File: config.mk
export PLATFORM = sky130hd
export DESIGN_NAME = truth_table_sweeper
export DESIGN_NICKNAME = d
export VERILOG_FILES = /design/src/rtl/truth_table_sweeper.sv
export SDC_FILE = /design/constraint.sdc
export NUM_CORES = 1
export LEC_CHECK = 0
export BUFFER_PORTS_ARGS = -buffer_cell sky130_fd_sc_hd__buf_2
export CORE_UTILIZATION = 55
export DETAILED_ROUTE_END_ITERATION = 8
export PLACE_DENSITY = 0.76
export SYNTH_ARGS = -nofsm -noshare
export SYNTH_HDL_FRONTEND = slang
export SYNTH_SLANG_ARGS = --single-unit
File: constraint.sdc
create_clock -name clk -period 2.3 [get_ports clk]
set_input_delay 0.46 -clock clk [delete_from_list [all_inputs] [get_ports clk]]
set_output_delay 0.46 -clock clk [all_outputs]
set_load 0.005 [all_outputs]
File: src/rtl/truth_table_sweeper.sv
// -----------------------------------------------------------------------------
// truth_table_sweeper
//
// Characterizes a 3-input combinational gate. On start it drives the eight
// input codes 000..111 onto dut_in, holding each for SETTLE_CYCLES clocks,
// samples dut_out at the end of each hold window and reassembles the gate's
// 8-bit truth-table code (code k lands in bit 7-k, so code 000 is the MSB).
// The result is compared against the expected code latched at start.
//
// Ports
//   clk          : clock, rising edge
//   rst          : synchronous active-high reset
//   start        : sweep request, accepted only while idle (including the
//                  done cycle, so back-to-back sweeps work)
//   expected     : reference truth-table code, latched when start is accepted
//   dut_in       : registered {in1,in2,in3} drive to the gate under test
//   dut_out      : gate output, assumed settled within SETTLE_CYCLES
//   busy         : high while a sweep is running
//   done         : one-cycle pulse in the first idle cycle after a sweep
//   truth_table  : result of the last completed sweep
//   match        : truth_table equals the latched expected code
// -----------------------------------------------------------------------------
module truth_table_sweeper #(
    parameter int SETTLE_CYCLES = 2
) (
    input  logic       clk,
    input  logic       rst,
    input  logic       start,
    input  logic [7:0] expected,
    output logic [2:0] dut_in,
    input  logic       dut_out,
    output logic       busy,
    output logic       done,
    output logic [7:0] truth_table,
    output logic       match
);

    localparam int CNT_W = $clog2(SETTLE_CYCLES + 1);
    localparam logic [CNT_W-1:0] CNT_LAST = CNT_W'(SETTLE_CYCLES - 1);

    typedef enum logic {
        ST_IDLE,
        ST_SWEEP
    } state_t;

    state_t           state_q, state_d;
    logic [2:0]       idx_q,   idx_d;
    logic [CNT_W-1:0] cnt_q,   cnt_d;
    logic [7:0]       shreg_q, shreg_d;
    logic [7:0]       exp_q,   exp_d;
    logic             done_q,  done_d;
    logic [7:0]       tt_q,    tt_d;
    logic             match_q, match_d;
    logic [2:0]       bitpos;

    // State register
    always_ff @(posedge clk) begin
        if (rst) begin
            state_q <= ST_IDLE;
            idx_q   <= 3'd0;
            cnt_q   <= '0;
            shreg_q <= 8'h00;
            exp_q   <= 8'h00;
            done_q  <= 1'b0;
            tt_q    <= 8'h00;
            match_q <= 1'b0;
        end else begin
            state_q <= state_d;
            idx_q   <= idx_d;
            cnt_q   <= cnt_d;
            shreg_q <= shreg_d;
            exp_q   <= exp_d;
            done_q  <= done_d;
            tt_q    <= tt_d;
            match_q <= match_d;
        end
    end

    // Next-state logic
    always_comb begin
        state_d = state_q;
        idx_d   = idx_q;
        cnt_d   = cnt_q;
        shreg_d = shreg_q;
        exp_d   = exp_q;
        done_d  = 1'b0;
        tt_d    = tt_q;
        match_d = match_q;
        bitpos  = 3'd7 - idx_q;

        case (state_q)
            ST_IDLE: begin
                if (start) begin
                    state_d = ST_SWEEP;
                    idx_d   = 3'd0;
                    cnt_d   = '0;
                    exp_d   = expected;
                end
            end
            ST_SWEEP: begin
                if (cnt_q == CNT_LAST) begin
                    cnt_d           = '0;
                    shreg_d[bitpos] = dut_out;
                    // idx wraps 7 -> 0 on the last capture, which also
                    // returns dut_in to 000 for the idle state.
                    idx_d           = idx_q + 3'd1;
                    if (idx_q == 3'd7) begin
                        // Publish the shreg value that includes this edge's bit.
                        tt_d    = shreg_d;
                        match_d = (shreg_d == exp_q);
                        done_d  = 1'b1;
                        state_d = ST_IDLE;
                    end
                end else begin
                    cnt_d = cnt_q + CNT_W'(1);
                end
            end
            default: begin
                state_d = ST_IDLE;
            end
        endcase
    end

    // dut_in tracks idx, which is itself a register, so the drive is glitch-free.
    assign dut_in      = idx_q;
    assign busy        = (state_q == ST_SWEEP);
    assign done        = done_q;
    assign truth_table = tt_q;
    assign match       = match_q;

endmodule

==> results_dict.tcl <==
set metrics [dict create \
    worstHoldPathType "in -> reg" \
    ys_seq_area_frac 0.396 \
    post-route-period-util 0.843 \
    overflow 0 \
    critPathKind "reg -> reg" \
    synth_edf_count 0 \
    synth-main-ff-cell "dfxtp_1" \
    globalRouteTotalUtil 0.237 \
    drc 0 \
    layout_common_cells "32 x nand2_1, 32 x dfxtp_1, 25 x buf_2, 20 x nor2_1, 19 x a21oi_1" \
    nets 230 \
    fp-row-count 19 \
    numCtsBuffers 5 \
    post_drt_wl_per_cell_microns 13.6 \
    rsz0062_at_grt "no" \
    p_leak_uw 0.000698 \
    vdd_drop_max_mv 0.545 \
    hold_viol_final 0 \
    drive_above_1_share 0.167 \
    via_per_inst 5.67 \
    die-area_sq_um 3160 \
    async_reset_ff_frac 0 \
    gp_congestion 0.879 \
    post_cts_buffers 0 \
    dp_hpwl_microns 2420 \
    synth.avg_cell_area_sq_um 8.17 \
    grt_pass1_wl_microns 5700 \
    diodes 0 \
    antenna_found_initial 0 \
    synth_cell_types 34 \
    syn_to_final_growth_pct 9.44 \
    power_uw 1010 \
    power.density_nw_per_um2 569 \
    ioPinCount 26 \
    crit_fanout 15 \
    maxSlewViolCount 0 \
    h-tree-depth 2 \
    first_pass_iters 4 \
    period_minus_slack_ns 1.94 \
    setup_violations 0 \
    slew_headroom 0.603 \
    routed_wl_microns 3350 \
    clock.fmax_mhz 516 \
    yosysWarnings 0 \
    postCtsHoldBufs 0 \
    syn_area_sq_um 1620 \
    cp-end-kind "register" \
    cts_buffer_depth 2 \
    holdWs_ns 0.358 \
    clk_pin_slew_ns 0.09 \
    synthCells 198 \
    root_buffer "clkbuf_4" \
    ys_ff_latch 32 \
    grt_max_degree 34 \
    num_vias 1401 \
    status "finished, final reports clean" \
    clk_latency_ns 0.33 \
    tightestPinTransition_ns 0.596 \
    grt_pass1_vias 1214 \
    cts_tree "built" \
    port_buffers 25 \
    cp-start-kind "register" \
    start_util 0.582 \
    die_w_microns 56.2 \
    initialDrtViolationCount 43 \
    syn-num-nets 212 \
    ant_nets 0 \
    max_cap_viol_count 0 \
    core_area_sq_um 2780 \
    fillCellCount 258 \
    worstPathRequired_ns 2.55 \
    clock_skew_ns 0.00348 \
    cts.sinks 32 \
    cts_resized 0 \
    tns_ns 0 \
    die_y_microns 56.2 \
    worstPathArrival_ns 2.19 \
]
where the power goes:
group          internal (uW)  switching [uW]  leakage [uW]  total [uW]
registers                565            15.6      0.000259         581
clock network            173             172     0.0000374         345
logic                   34.5            47.3      0.000401        81.8
synthesized netlist by cell type, drive strengths merged, types with 4 or more instances:
cell,number,share of area
a211oi,6,0.028
a21oi,19,0.059
a31oi,4,0.015
buf,8,0.033
clkbuf,6,0.014
dfxtp,32,0.40
inv,6,0.014
mux2i,15,0.093
nand2,32,0.074
nand2b,6,0.023
nand3,6,0.022
nand3b,4,0.019
nor2,20,0.046
nor3,5,0.019
o21ai,4,0.012
xnor2,5,0.027
cell type report:
type / count / area [sq um] / share of cell area
Clock buffer: 7 / 65.1 / 0.0367
Inverter: 6 / 22.5 / 0.0127
Multi-Input combinational cell: 146 / 878 / 0.496
Sequential cell: 32 / 641 / 0.362
Tap cell: 31 / 38.8 / 0.0219
Timing Repair Buffer: 25 / 125 / 0.0707
per-stage QoR:
step	instance area [sq um]	cells	worst slack, ns	utilization
final	1770	247	0.361	0.637
after CTS	1770	247	0.359	0.637
after floorplan	1620	198	0.647	-
after global routing	1770	247	0.250	0.637
after detailed placement	1710	240	0.372	0.613
after global placement	1710	240	0.441	0.613
critical path, stage by stage, from the launching register on:
cell,delay (ns)
dfxtp_1,0.61
or3b_1,0.47
mux2i_1,0.16
nor4_2,0.25
o2111ai_1,0.13
o31ai_1,0.24
layer usage:
| layer | GRT usage | vias to the layer above | routed length (microns) |
|---|---|---|---|
| met3 | 0.0721 | 7 | 176 |
| met2 | 0.366 | 35 | 1560 |
| met4 | 0.0836 | 0 | 53 |
| met1 | 0.313 | 647 | 1560 |
| li1 | - | 712 | - |
| met5 | 0 | - | 0 |
flip-flops by register name (all words and copies together), names as in the netlist:
register     flops
match            1
dut_in           3
busy             1
done             1
truth_table      8
cnt_q            2
shreg_q          8
exp_q            8
final timing paths:
| path | slack [ns] | from | end | cells past startpoint |
|---|---|---|---|---|
| hold reg to reg | 0.46 | truth_table[6] | truth_table[6] | 2 |
| setup reg to reg | 0.36 | dut_in[2] | match | 5 |
| hold / removal | 0.36 | expected[3] | exp_q[3] | 3 |
| setup / recovery | 0.36 | dut_in[2] | match | 5 |
cells by family after synthesis:
kind of cell | share of synthesized area
and+or+nand+nor | 0.265
buffers and inverters | 0.0611
DFF | 0.396
muxes | 0.0928
xor gates and xnor gates | 0.0271
adders and majority gates | 0.0155
AOI/OAI and AO/OA | 0.143
Power figures use the tool's default switching activity.
